<file path="src/rtl/wb_port_arbiter_pkg.sv">
// Shared constants, slot record and helpers for the writeback port arbiter.
// WB_NUM_REQ is the default requester count: 0 = ALU, 1 = load, 2 = mul/div.
package wb_port_arbiter_pkg;

    localparam int          WB_NUM_REQ = 3;
    localparam logic [4:0]  ZERO_REG   = 5'd0;
    localparam logic [31:0] ZERO_WORD  = 32'd0;

    // One buffered, not-yet-written register-file write
    typedef struct packed {
        logic        valid;
        logic [4:0]  rd;
        logic [31:0] data;
    } wb_slot_t;

    // Pending-mask contribution of one destination; x0 never shows as pending
    function automatic logic [31:0] rd_onehot(input logic [4:0] rd);
        logic [31:0] m;
        m = 32'd1 << rd;
        if (rd == ZERO_REG) begin
            m = ZERO_WORD;
        end
        return m;
    endfunction

endpackage

</file>
<file path="src/rtl/wb_rr_picker.sv">
// Combinational round-robin picker: one-hot grant to the first valid slot
// found scanning rr_ptr, rr_ptr+1, ... modulo NUM_REQ.
module wb_rr_picker
    import wb_port_arbiter_pkg::*;
#(
    parameter int NUM_REQ = WB_NUM_REQ,
    parameter int PTR_W   = (NUM_REQ > 2) ? 2 : 1
) (
    input  logic [NUM_REQ-1:0] slot_valid,
    input  logic [PTR_W-1:0]   rr_ptr,
    output logic [NUM_REQ-1:0] grant,
    output logic [PTR_W-1:0]   grant_idx,
    output logic               grant_any
);

    logic [PTR_W-1:0] scan_idx;

    function automatic logic [PTR_W-1:0] wrap_idx(input logic [PTR_W-1:0] ptr, input int k);
        int sum;
        sum = (int'(ptr) + k) % NUM_REQ;
        return PTR_W'(sum);
    endfunction

    always_comb begin
        grant     = '0;
        grant_idx = '0;
        grant_any = 1'b0;
        scan_idx  = '0;
        for (int k = 0; k < NUM_REQ; k++) begin
            scan_idx = wrap_idx(rr_ptr, k);
            if (!grant_any && slot_valid[scan_idx]) begin
                grant[scan_idx] = 1'b1;
                grant_idx       = scan_idx;
                grant_any       = 1'b1;
            end
        end
    end

endmodule

</file>
<file path="src/rtl/wb_port_arbiter.sv">
// Arbitrates the single register-file write port between writeback sources,
// each buffered in a one-entry slot and drained round-robin, one per cycle.
module wb_port_arbiter
    import wb_port_arbiter_pkg::*;
#(
    parameter int NUM_REQ = WB_NUM_REQ
) (
    input  logic                    clk,
    input  logic                    rst,
    input  logic [NUM_REQ-1:0]      req_valid,
    output logic [NUM_REQ-1:0]      req_ready,
    input  logic [5*NUM_REQ-1:0]    req_rd,
    input  logic [32*NUM_REQ-1:0]   req_data,
    output logic                    RegWrite,
    output logic [4:0]              Rd,
    output logic [31:0]             Wr_data,
    output logic [31:0]             pending_mask
);

    localparam int PTR_W = (NUM_REQ > 2) ? 2 : 1;

    wb_slot_t             slot_q [NUM_REQ];
    logic [NUM_REQ-1:0]   slot_valid;
    logic [PTR_W-1:0]     rr_ptr;

    logic [NUM_REQ-1:0]   grant_raw;
    logic [PTR_W-1:0]     grant_idx;
    logic                 grant_any_raw;
    logic [NUM_REQ-1:0]   grant;
    logic                 grant_any;
    logic [NUM_REQ-1:0]   accept;

    always_comb begin
        slot_valid = '0;
        for (int i = 0; i < NUM_REQ; i++) begin
            slot_valid[i] = slot_q[i].valid;
        end
    end

    wb_rr_picker #(
        .NUM_REQ   (NUM_REQ),
        .PTR_W     (PTR_W)
    ) u_picker (
        .slot_valid(slot_valid),
        .rr_ptr    (rr_ptr),
        .grant     (grant_raw),
        .grant_idx (grant_idx),
        .grant_any (grant_any_raw)
    );

    // Reset suppresses the write port so buffered entries never reach the register file
    always_comb begin
        grant     = rst ? '0 : grant_raw;
        grant_any = !rst && grant_any_raw;
    end

    always_comb begin
        req_ready = '0;
        accept    = '0;
        for (int i = 0; i < NUM_REQ; i++) begin
            req_ready[i] = !rst && (!slot_valid[i] || grant[i]);
            accept[i]    = req_valid[i] && req_ready[i];
        end
    end

    // An accepted x0 write is dropped; it still frees the slot if that slot drains
    always_ff @(posedge clk) begin
        if (rst) begin
            for (int i = 0; i < NUM_REQ; i++) begin
                slot_q[i].valid <= 1'b0;
            end
        end else begin
            for (int i = 0; i < NUM_REQ; i++) begin
                if (accept[i] && (req_rd[5*i +: 5] != ZERO_REG)) begin
                    slot_q[i].valid <= 1'b1;
                    slot_q[i].rd    <= req_rd[5*i +: 5];
                    slot_q[i].data  <= req_data[32*i +: 32];
                end else if (accept[i] || grant[i]) begin
                    slot_q[i].valid <= 1'b0;
                end
            end
        end
    end

    always_ff @(posedge clk) begin
        if (rst) begin
            rr_ptr <= '0;
        end else if (grant_any) begin
            rr_ptr <= (grant_idx == PTR_W'(NUM_REQ - 1)) ? '0 : grant_idx + 1'b1;
        end
    end

    // Write port is driven purely from slot state, never from req_*
    always_comb begin
        RegWrite = grant_any;
        Rd       = ZERO_REG;
        Wr_data  = ZERO_WORD;
        if (grant_any) begin
            Rd      = slot_q[grant_idx].rd;
            Wr_data = slot_q[grant_idx].data;
        end
    end

    always_comb begin
        pending_mask = ZERO_WORD;
        for (int i = 0; i < NUM_REQ; i++) begin
            if (slot_q[i].valid) begin
                pending_mask = pending_mask | rd_onehot(slot_q[i].rd);
            end
        end
        pending_mask[0] = 1'b0;
    end

endmodule

</file>
<file path="config.mk">
export PLATFORM = sky130hd
export DESIGN_NAME = wb_port_arbiter
export DESIGN_NICKNAME = d
export VERILOG_FILES = /design/src/rtl/wb_port_arbiter_pkg.sv /design/src/rtl/wb_rr_picker.sv /design/src/rtl/wb_port_arbiter.sv
export SDC_FILE = /design/constraint.sdc
export NUM_CORES = 1
export LEC_CHECK = 0
export BUFFER_PORTS_ARGS = -buffer_cell sky130_fd_sc_hd__buf_2
export CORE_MARGIN = 3
export CORE_UTILIZATION = 55
export CTS_CLUSTER_SIZE = 24
export DETAILED_ROUTE_END_ITERATION = 10
export GPL_TIMING_DRIVEN = 0
export PLACE_DENSITY = 0.92
export SYNTH_ARGS = -nofsm -noshare
export SYNTH_HDL_FRONTEND = slang
export SYNTH_SLANG_ARGS = --single-unit
</file>
<file path="constraint.sdc">
create_clock -name clk -period 7.6 [get_ports clk]
set_clock_uncertainty 0.05 [all_clocks]
set_input_delay 0.38 -clock clk [delete_from_list [all_inputs] [get_ports clk]]
set_output_delay 0.38 -clock clk [all_outputs]
set_load 0.01 [all_outputs]
</file>
==> flow_summary.ini <==
[run_status]
outcome = finished with violations
violations = DRC

[die]
chipHeight_um = 111
dieWidth_um = 111
coreArea_um2 = 10500
floorplan.die_area_um2 = 12200
starting_density_of_the_core = 0.573
num_io_pins = 189
placementRows = 37

[synthesis]
yosys.cell_types.count = 48
ys_top_cells_by_count = 113 x sky130_fd_sc_hd__edfxtp_1, 105 x sky130_fd_sc_hd__nand2_1, 84 x sky130_fd_sc_hd__nor2b_1
ys_async_sr_fraction = 0
register_bit_total_from_synthesis = 116
synth-seq-area-share = 0.573
cell_with_the_most_instances_after_synthesis = sky130_fd_sc_hd__edfxtp_1
synth_top_area_share = 0.563
synthesis.nets = 699
synth_area_leaders = sky130_fd_sc_hd__edfxtp_1 56%, sky130_fd_sc_hd__nor2b_1 8.7%, sky130_fd_sc_hd__a22oi_1 7.6%
yosys_warnings = 0
dominantRegCellSynth = sky130_fd_sc_hd__edfxtp_1
synthesis.area_um2 = 6020
synth.avg_cell_area_um2 = 10.4
synth_top_area_cell = sky130_fd_sc_hd__edfxtp_1
synthCells = 579
synth-edff-count = 113

[clock_tree]
clock_tree.buffer_depth = 2
worstSkewPairLatency_ns = 0.53
cts.clk_slew.worst_paths_ns = 0.06
cts_root_buffer = sky130_fd_sc_hd__clkbuf_8
cts_tree = built
clock_tree.htree_level_count = 4
cts_buffers = 17
post_cts_resized = 0
post-cts-setup-buffers = 0
cts_hold_buf = 36
numClockSinks = 116

[cells_and_area]
area_growth_syn_to_layout_pct = 35.1
drive_above_1_share = 0.297
final-seq-area_um2 = 3450
insertedDiodeCount = 0
fillers = 570
layout.nets = 946
multi_input_comb_area_um2 = 2340
final_design_area_no_fill_um2 = 8140

[critical_path]
worst-path-buf-inv = 5
critPathMostFrequentCell = sky130_fd_sc_hd__buf_2
worst_ep_required_time_ns = 7.17
timing.rr.end = slot_q[0][22]
crit_path_start_kind = flop
timing.setup.critical_path_class = flop to primary output
path_delay_family = buffers and inverters
levels_on_crit_path = 11
critical_path.max_fanout = 10
setup.reg_to_reg.worst_slack_ns = 4.22
slowest_stage = sky130_fd_sc_hd__nor3_1
ff2ff_path_depth = 11
critical_path_cell_list = inv_1, ha_1, buf_2, mux2i_1, o21ai_0, nor3_1, or2_2, buf_2, clkbuf_1, a21oi_1, buf_2
cp-end-kind = primary output
reg2reg_start = rr_ptr[1]
cp.arrival_ns = 3.96
crit_path_max_incr_delay_ns = 0.52

[grt]
wire_length_of_the_first_global_routing_pass_um = 35400
global_route.usage.total = 0.373
antenna_found_initial = 0
first_global_vias = 6196
global_route.overflow_total = 0
grt_max_degree = 33

[place]
half_perimeter_wire_length_after_placement_um = 13500
gp_congestion = 1.01
detailed_place.area_um2 = 7220
port_buffers = 187

[routing]
drt_pre_antenna_iters = 10
routed_wirelength_um = 23000
avgRoutedWirePerCell_um = 23.6
first_iter_violations = 1128
detail_route.vias_per_cell = 6.51
drt_drc_violations_left = 1
detailroute.via_count = 6345
drt.antenna.violating_nets = 0

[sta]
whs_ns = 0.0169
drv_slew = 0
achievable-frequency_ghz = 0.228
slew_headroom = 0.393
period_share = 0.577
worst-slew-pin-transition_ns = 0.907
period_needed_ns = 4.39
rsz_0062_raised_after_global_routing = no
setup_viol = 0
timing.setup.tns_ns = 0
hold_viol = 0

[min_path]
hold-path-cell-count = 1
timing.hold.worst_endpoint = slot_q[2][36]
worst_hold_startpoint = req_rd[14]
worstHoldPathType = input pin to flop

[power_and_ir_drop]
total_power_after_layout_uw = 3430
static-leakage-power_uw = 0.00345
power_per_cell_area_nw_per_um2 = 422
peakVddDrop_uv = 322

[job]
maxCapViolations = 0
-- worst reg2reg max path: stages, from the launching register on --
cell	delay, ns
sky130_fd_sc_hd__dfxtp_1	0.36
sky130_fd_sc_hd__inv_1	0.11
sky130_fd_sc_hd__ha_1	0.19
sky130_fd_sc_hd__buf_2	0.25
sky130_fd_sc_hd__mux2i_1	0.39
sky130_fd_sc_hd__o21ai_0	0.25
sky130_fd_sc_hd__a21o_1	0.21
sky130_fd_sc_hd__o31a_1	0.31
sky130_fd_sc_hd__nor3_2	0.30
sky130_fd_sc_hd__buf_2	0.36
sky130_fd_sc_hd__buf_4	0.25
sky130_fd_sc_hd__nor2b_1	0.11
-- area by class of cell --
cell class              instances  share of cell area
multi-input cells             408               0.287
plain buffers                  39              0.0229
flip-flops and latches        116               0.424
clock inverters                14              0.0175
clock buffers                  18              0.0514
inverters                      16             0.00738
repair buffers                228               0.168
well taps                     136              0.0209
-- through the flow --
stage	setup WS [ns]	utilization	instances
final	3.21	0.774	975
after global routing	3.12	0.774	975
after CTS	3.48	0.774	975
after detailed placement	4.17	0.687	907
after global placement	1.46	0.678	902
after floorplan	2.86	-	579
-- cell usage in the layout (no fill, tap or decap), types with 5 or more instances in the layout --
| cell type | n |
|---|---|
| sky130_fd_sc_hd__o21ai_0 | 6 |
| sky130_fd_sc_hd__nor2_1 | 30 |
| sky130_fd_sc_hd__a21oi_1 | 42 |
| sky130_fd_sc_hd__nor3_1 | 14 |
| sky130_fd_sc_hd__clkinv_2 | 5 |
| sky130_fd_sc_hd__nor2b_1 | 83 |
| sky130_fd_sc_hd__inv_1 | 16 |
| sky130_fd_sc_hd__edfxtp_1 | 113 |
| sky130_fd_sc_hd__mux2i_1 | 5 |
| sky130_fd_sc_hd__dlygate4sd3_1 | 36 |
| sky130_fd_sc_hd__buf_2 | 201 |
| sky130_fd_sc_hd__clkinv_1 | 5 |
| sky130_fd_sc_hd__a22oi_1 | 61 |
| sky130_fd_sc_hd__clkbuf_16 | 16 |
| sky130_fd_sc_hd__clkbuf_1 | 16 |
| sky130_fd_sc_hd__nand2_1 | 105 |
| sky130_fd_sc_hd__buf_4 | 6 |
-- power breakdown --
part,switching (uW),internal [uW],total (uW)
clock network,295,491,786
registers,73.1,902,975
logic,1120,553,1670
total,1480,1950,3430
-- routing by layer --
layer	GRT usage	wire, um
met5	0	0
met4	0.170	1230
met3	0.104	2990
met2	0.635	11200
met1	0.438	7550
-- kinds of logic after synthesis --
group | share of synthesized area
mux | 0.00831
flops | 0.573
buf+inv | 0.0409
simple gates | 0.211
other cells | 0.000623
compound gates | 0.157
fa+ha+maj | 0.00831
-- worst max path at each step --
stage	from	end	slack, ns
3_3_place_gp	rr_ptr[0]	slot_q[0][18]	1.46
6_report	rr_ptr[1]	Wr_data[15]	3.21
3_5_place_dp	rr_ptr[1]	Wr_data[19]	4.17
5_1_grt	rr_ptr[1]	Wr_data[15]	3.12
4_1_cts	rr_ptr[0]	Wr_data[19]	3.48
2_1_floorplan	rr_ptr[0]	slot_q[0][0]	2.86
-- flip-flops by register name, indices dropped and copies added (netlist names) --
name    cells
slot_q    114
rr_ptr      2
No activity file was read; power rests on OpenSTA's default activity.
